[config.mk]
export PLATFORM = sky130hd
export DESIGN_NAME = detect_scheduler
export DESIGN_NICKNAME = d
export VERILOG_FILES = /design/src/rtl/detect_scheduler_pkg.sv /design/src/rtl/seq101_mealy.sv /design/src/rtl/detect_scheduler.sv
export SDC_FILE = /design/constraint.sdc
export NUM_CORES = 1
export LEC_CHECK = 0
export ABC_AREA = 1
export CAP_MARGIN = 15
export CORE_MARGIN = 2
export CORE_UTILIZATION = 44
export CTS_CLUSTER_SIZE = 14
export DETAILED_ROUTE_END_ITERATION = 12
export PLACE_DENSITY_LB_ADDON = 0.2
export SYNTH_ARGS = -nofsm -noshare
export SYNTH_HDL_FRONTEND = slang
export SYNTH_SLANG_ARGS = --single-unit
[constraint.sdc]
create_clock -name clk -period 1.2 [get_ports clk]
set_input_delay 0.18 -clock clk [delete_from_list [all_inputs] [get_ports clk]]
set_output_delay 0.18 -clock clk [all_outputs]
set_load 0.01 [all_outputs]
[src/rtl/detect_scheduler_pkg.sv]
// Shared types and defaults for the round-robin "101" detect scheduler.
package detect_scheduler_pkg;

    localparam int DATA_W_DEF = 8;
    localparam int CNT_W_DEF  = 4;

    typedef enum logic [1:0] {
        IDLE  = 2'd0,
        SHIFT = 2'd1,
        DONE  = 2'd2
    } state_t;

    typedef enum logic [1:0] {
        S0  = 2'd0,
        S1  = 2'd1,
        S10 = 2'd2
    } det_state_t;

endpackage

[src/rtl/seq101_mealy.sv]
// Overlapping "101" Mealy detector; out is combinational on the current bit.
// Latency: 0 cycles (out); clr takes priority over the input bit.
module seq101_mealy
    import detect_scheduler_pkg::*;
(
    input  logic clk,
    input  logic nRESET,
    input  logic clr,
    input  logic in,
    output logic out
);

    det_state_t st, st_nxt;

    always_ff @(posedge clk or negedge nRESET) begin
        if (!nRESET)  st <= S0;
        else if (clr) st <= S0;
        else          st <= st_nxt;
    end

    always_comb begin
        st_nxt = st;
        out    = 1'b0;
        case (st)
            S0:  st_nxt = in ? S1 : S0;
            S1:  st_nxt = in ? S1 : S10;
            S10: begin
                // Trailing 1 of a match is also the leading 1 of the next.
                out    = in;
                st_nxt = in ? S1 : S0;
            end
            default: st_nxt = S0;
        endcase
    end

endmodule

[src/rtl/detect_scheduler.sv]
// Two-requester round-robin scheduler scanning each granted word for "101".
// Latency: done DATA_W+1 cycles after the grant cycle; requests ignored while busy.
module detect_scheduler
    import detect_scheduler_pkg::*;
#(
    parameter int DATA_W = DATA_W_DEF,
    parameter int CNT_W  = CNT_W_DEF
) (
    input  logic              clk,
    input  logic              nRESET,
    input  logic              req0,
    input  logic              req1,
    input  logic [DATA_W-1:0] data0,
    input  logic [DATA_W-1:0] data1,
    output logic              gnt0,
    output logic              gnt1,
    output logic              busy,
    output logic              done,
    output logic              owner,
    output logic [CNT_W-1:0]  match_cnt
);

    state_t            state, state_nxt;
    logic [DATA_W-1:0] shreg;
    logic [CNT_W-1:0]  bit_cnt;
    logic              last_owner;
    logic              start, win1, shift_en, det_clr, det_out;

    assign start    = (state == IDLE) && (req0 || req1);
    assign win1     = req1 && (!req0 || !last_owner);
    // The grant cycle is spent clearing the detector; bits flow afterwards.
    assign det_clr  = gnt0 || gnt1;
    assign shift_en = (state == SHIFT) && !det_clr;
    assign busy     = (state != IDLE);
    assign done     = (state == DONE);

    always_comb begin
        state_nxt = state;
        case (state)
            IDLE:    if (req0 || req1) state_nxt = SHIFT;
            SHIFT:   if (shift_en && (bit_cnt == CNT_W'(DATA_W - 1))) state_nxt = DONE;
            DONE:    state_nxt = IDLE;
            default: state_nxt = IDLE;
        endcase
    end

    always_ff @(posedge clk or negedge nRESET) begin
        if (!nRESET) state <= IDLE;
        else         state <= state_nxt;
    end

    always_ff @(posedge clk or negedge nRESET) begin
        if (!nRESET) begin
            gnt0       <= 1'b0;
            gnt1       <= 1'b0;
            owner      <= 1'b0;
            last_owner <= 1'b1;
            shreg      <= '0;
            bit_cnt    <= '0;
            match_cnt  <= '0;
        end else begin
            gnt0 <= 1'b0;
            gnt1 <= 1'b0;
            if (start) begin
                gnt0       <= !win1;
                gnt1       <= win1;
                owner      <= win1;
                last_owner <= win1;
                shreg      <= win1 ? data1 : data0;
                bit_cnt    <= '0;
                match_cnt  <= '0;
            end else if (shift_en) begin
                shreg   <= {shreg[DATA_W-2:0], 1'b0};
                bit_cnt <= bit_cnt + CNT_W'(1);
                if (det_out) match_cnt <= match_cnt + CNT_W'(1);
            end
        end
    end

    seq101_mealy u_det (
        .clk    (clk),
        .nRESET (nRESET),
        .clr    (det_clr),
        .in     (shreg[DATA_W-1]),
        .out    (det_out)
    );

endmodule

# [Word-level counts from Yosys, hierarchy flattened]
# Cells that the tools add are included.
[classes] addsub=2 mul=0 div_mod_pow=0 n_lt_le_gt_ge=0 n_eq_ne=7 n_shift=0 muxes=18 bitwise_logic=0 n_reduce_logical=19
[op_table] operator="two-way mux 8 bit" n=3
[op_table] operator="two-way mux 4 bit" n=5
[op_table] operator="adder 4 x 1 -> 4 bit (second input constant)" n=2
[op_table] operator="two-way mux 2 bit" n=4
[op_table] operator="case mux 2 bit (2 select lines)" n=2
[op_table] operator="nonzero test 2 bit" n=3
[op_table] operator="== test 2 x 1 -> 1 bit (second input constant)" n=2
[op_table] operator="== test 2 bit (second input constant)" n=2
[op_table] operator="== test 4 x 3 -> 1 bit (second input constant)" n=1
[op_table] operator="logical AND 1 bit" n=4
[op_table] operator="logical NOT 1 bit" n=4
[op_table] operator="logical NOT 2 bit" n=2
[op_table] operator="two-way mux 1 bit" n=4
[op_table] operator="inequality test 2 x 1 -> 1 bit (second input constant)" n=2
[op_table] operator="AND reduction 2 bit" n=2
[op_table] operator="logical OR 1 bit" n=3
[op_table] operator="OR reduction 2 bit" n=1
[totals] ff_bits=24 latchBits=0 mem_bits_rw=0 mem_bits_ro=0 in_bits=20 out_inout_bits=9 mem_count=0

# [Longest topological paths before layout]
[logic_depth] word_depth=6 ltp_mapped=8 depth_no_buf=8

# [Hierarchy]
# Synthesis repeated with hierarchy kept, for this count alone.
[unflattened] cells_unflattened=174 hier_area_um2=1310.0
[by_module_without_submodules] mod="detect_scheduler" instances=1 cells_each=160 area_per_inst_um2=1214.9 seq_area_each_um2=551.8
[by_module_without_submodules] mod="seq101_mealy" instances=1 cells_each=14 area_per_inst_um2=95.1 seq_area_each_um2=50.0

# [Worst setup path before layout]
# No wires, ideal clock.
[synth_timing] path_type="register to register" start="register gnt1" end="register match_cnt[3]" t_arrival_ns=1.121 setup_slack_ns=-0.039 path_stages_with_launch=7 path_buffers=0 period_less_slack_ns=1.239 path_cell_list="dfrtp_1 > nor2_1 > nand3_1 > nor2_1 > nor2_1 > nand2_1 > nand2_1"
[synth_between] elab_chain_len=5
[synth_lines] item="start: declaration" line_no="detect_scheduler.sv:16" text="output logic gnt1,"
[synth_lines] item="start signal: assignment" line_no="detect_scheduler.sv:66" text="gnt1 <= win1;"
[synth_lines] item="logical OR 1 bit" line_no="detect_scheduler.sv:32" text="assign det_clr = gnt0 || gnt1;"
[synth_lines] item="logical NOT 1 bit" line_no="detect_scheduler.sv:33" text="assign shift_en = (state == SHIFT) && !det_clr;"
[synth_lines] item="logical AND 1 bit" line_no="detect_scheduler.sv:33"
[synth_lines] item="nonzero test 2 bit (no line)"
[synth_lines] item="AND reduction 2 bit (no line)"
[synth_lines] item="end signal: assignment" line_no="detect_scheduler.sv:75" text="if (det_out) match_cnt <= match_cnt + CNT_W'(1);"
[synth_lines] item="end: declaration" line_no="detect_scheduler.sv:20" text="output logic [CNT_W-1:0] match_cnt"
# Every way passes these cells.
# A chain may end at the register's enable or synchronous reset.

# [Worst setup path after layout]
[layout_timing] start="register state[1]" end="register shreg[1]"
[layout_between] elab_chain_len=3 elab_cells_between_ends=6 cone_classes="1 x eq/ne; 1 x mux; 4 x reduce/logical"
[layout_lines] item="start: declaration" line_no="detect_scheduler.sv:23" text="state_t state, state_nxt;"
[layout_lines] item="start signal: assignment" line_no="detect_scheduler.sv:49" text="else state <= state_nxt;"
[layout_lines] item="== test 2 x 1 -> 1 bit / logical NOT 2 bit (equally long branches)" line_no="detect_scheduler.sv:33, detect_scheduler.sv:29"
[layout_lines] item="logical AND 1 bit, on equally long branches" line_no="detect_scheduler.sv:33, detect_scheduler.sv:29"
[layout_lines] item="nonzero test 2 bit (no line) / two-way mux 8 bit (equally long branches)"
[layout_lines] item="end signal: assignment" line_no="detect_scheduler.sv:69" text="shreg <= win1 ? data1 : data0;"
[layout_lines] item="end signal: assignment" line_no="detect_scheduler.sv:73" text="shreg <= {shreg[DATA_W-2:0], 1'b0};"
[layout_lines] item="end: declaration" line_no="detect_scheduler.sv:24" text="logic [DATA_W-1:0] shreg;"
# Several ways; a longest one is shown, not always the timed one.

==> results.json <==
{
  "clkSinkCount": 24,
  "coreArea_um2": 2710,
  "io_pins": 29,
  "wl_per_cell_um": 13.3,
  "cpMostUsedCell": "nand2_1",
  "synth_top_cell_area_share": 0.467,
  "initial_core_util": 0.455,
  "initialDrtViolationCount": 71,
  "die_h_um": 56.9,
  "synth-edff-count": 0,
  "synthTopCellsByCount": "81 x nand2_1, 23 x dfrtp_1, 15 x nand3_1",
  "max_stage_delay_ns": 0.42,
  "fp-row-count": 19,
  "worst_setup_path_start_kind": "flop",
  "status": "finished, violations left",
  "rsz0062_at_grt": "true",
  "top_layer": "met4",
  "violations": "negative setup slack",
  "relSlewSlack": 0.805,
  "syn_area_um2": 1230,
  "antenna_cells": 0,
  "hold_path_class": "input pin to asynchronous set/reset pin",
  "synthToLayoutAreaGrowth_pct": 60.5,
  "yosysMostFrequentCell": "nand2_1",
  "synthCells": 164,
  "multi_input_area_um2": 692,
  "ir_drop_mv": 1.76,
  "grt_usage": 0.221,
  "h-tree-depth": 1,
  "cap_viol_max_count": 0,
  "gp_congestion": 0.812,
  "crit_type": "flop to flop",
  "via_count": 1259,
  "yosysTopAreaCell": "dfrtp_1",
  "slew_violations": 0,
  "worst_slew_pin_slew_ns": 0.292,
  "setup_ws_ns": -0.176,
  "regArea_um2": 602,
  "met2_length_mm": 1.85,
  "cts_hold_buf": 0,
  "nFillCells": 214,
  "yosys_warnings": 0,
  "worstPathArrival_ns": 1.60,
  "clk_latency_ns": 0.32,
  "hpwl_mm": 2.22,
  "grt_pass1_wl_mm": 5.56,
  "grt-ovfl-total": 0,
  "die_w_um": 56.9,
  "drc": 0,
  "drive_gt1_frac": 0.355,
  "synth_ff_type": "dfrtp_1",
  "synthArstFlopShare": 1.00,
  "seq_area_frac_synth": 0.488,
  "finalSetupTns_ns": -2.38,
  "finClkSkew_ns": 0.00510,
  "cp_slowest_cell": "dfrtp_1",
  "required_ns": 1.43,
  "finalCriticalPeriod_ns": 1.38,
  "grt_max_degree": 25,
  "dpl_cell_area_um2": 1690,
  "synth.avg_cell_area_um2": 7.51,
  "p_leak_nw": 1.03,
  "period_share": 1.15,
  "fp.dieArea_um2": 3240,
  "antenna_found_initial": 0,
  "nets": 243,
  "root_buffer": "clkbuf_4",
  "syn_nets": 186,
  "wl_met3_um": 90,
  "fmax_mhz": 727,
  "yosys-top-cells-area": "dfrtp_1 47%, nand2_1 25%, nand3_1 6.1%",
  "clk_transition_reported_paths_ns": 0.14,
  "cts_buffer_depth": 2,
  "crit_path_max_fanout": 8,
  "postRouteAntennaNets": 0,
  "finalHoldViolCount": 0,
  "worst-r2r-setup-slack_ns": -0.18,
  "drtPass1Iterations": 4,
  "wl_met1_mm": 1.37,
  "ys_ff_latch": 24,
  "totalWireLength_mm": 3.34,
  "crit_path_end_kind": "flop",
  "cts_buffers": 3,
  "final-setup-viol-count": 21,
  "tritoncts": "done",
  "crit_chain": "buf_6 -> nor2_4 -> buf_6 -> o21ai_4 -> buf_12 -> nand2_1 -> nand2_1 -> nand2_1 -> nand2_1",
  "io_buffers": 28,
  "final_area_um2": 1980,
  "synth_cell_type_count": 19,
  "grt_pass1_vias": 1282,
  "via_per_inst": 5.02,
  "powerDensity_nw_per_um2": 2050
}
## worst max-delay path: cells and delay by family (launching register included)
kind / cells / cell delay [ns]
AOI/OAI and AO/OA: 1 / 0.08
buffers and inverters: 3 / 0.41
DFF: 1 / 0.42
and+or+nand+nor: 5 / 0.37
## final cells by class
type | instances | area share
Inverter | 11 | 0.0259
Multi-Input combinational cell | 126 | 0.350
Clock buffer | 3 | 0.0114
Timing Repair Buffer | 55 | 0.274
Sequential cell | 24 | 0.304
Tap cell | 31 | 0.0196
Clock inverter | 1 | 0.0152
## cells by family (layout without fill, tap and decap cells)
kind of cell | Yosys count | after routing | synth area share
xor+xnor | 2 | 2 | 0.0142
fa+ha+maj | 2 | 2 | 0.0203
simple gates | 115 | 115 | 0.388
compound gates | 7 | 7 | 0.0315
flops | 24 | 24 | 0.488
buf+inv | 14 | 70 | 0.0579
## per-stage QoR
step | utilization | setup slack, ns | power [mW] | hold slack [ns] | cells
4_1_cts | 0.709 | -0.181 | 3.85 | 0.192 | 249
6_report | 0.730 | -0.176 | 4.05 | 0.194 | 251
3_5_place_dp | 0.625 | -0.245 | 2.88 | 0.468 | 238
2_1_floorplan | - | -0.0122 | 2.20 | -0.116 | 164
3_3_place_gp | 0.625 | -0.221 | 2.81 | 0.445 | 238
5_1_grt | 0.730 | -0.243 | 4.31 | 0.197 | 251
## cells in the final DEF, fill, tap and decap left out, types with 2 or more instances in the layout
cell type	count
nand2_1	58
nand2_2	24
dfrtp_1	23
clkdlybuf4s50_1	19
buf_4	16
nand3_1	13
buf_6	9
inv_1	7
nor2_4	6
nor2_1	6
clkdlybuf4s15_1	5
inv_4	4
nand4_1	4
o21ai_2	3
clkbuf_4	3
xor2_1	2
ha_1	2
clkbuf_2	2
buf_12	2
## registers in the layout (all words and copies together) (netlist names)
name	cells
bit_cnt	4
gnt1	1
last_owner	1
shreg	8
u_det.st	2
match_cnt	4
owner	1
state	2
gnt0	1
## routing by layer
layer  track usage  vias to the layer above
met4        0.0831                        0
met1         0.272                      604
met5             0                        -
met3        0.0323                        4
met2         0.389                       21
li1              -                      630
## power breakdown
part           switching [mW]  leakage [nW]  internal, mW  total, mW
combinational            1.11         0.690          1.03       2.15
sequential              0.220         0.312          1.08       1.30
clock                   0.259        0.0279         0.338      0.597
total                    1.59          1.03          2.45       4.05
## worst paths after layout
kind                             start  cells after the start           to
max in group asynchronous       nRESET                      2   last_owner
min in group clk              data0[0]                      3     shreg[0]
hold / removal                  nRESET                      2         gnt1
hold reg to reg            u_det.st[1]                      1  u_det.st[1]
setup reg to reg              state[1]                      9     shreg[1]
setup / recovery              state[1]                      9     shreg[1]
## what timing repair did
item / CTS / global route
setup endpoints to repair: 24 / 28
pin swaps: 19 / 14
resized for setup: 56 / 25
setup buffers: 7 / 3
gates cloned: 1 / 0
(Power assumes the default switching activity.)
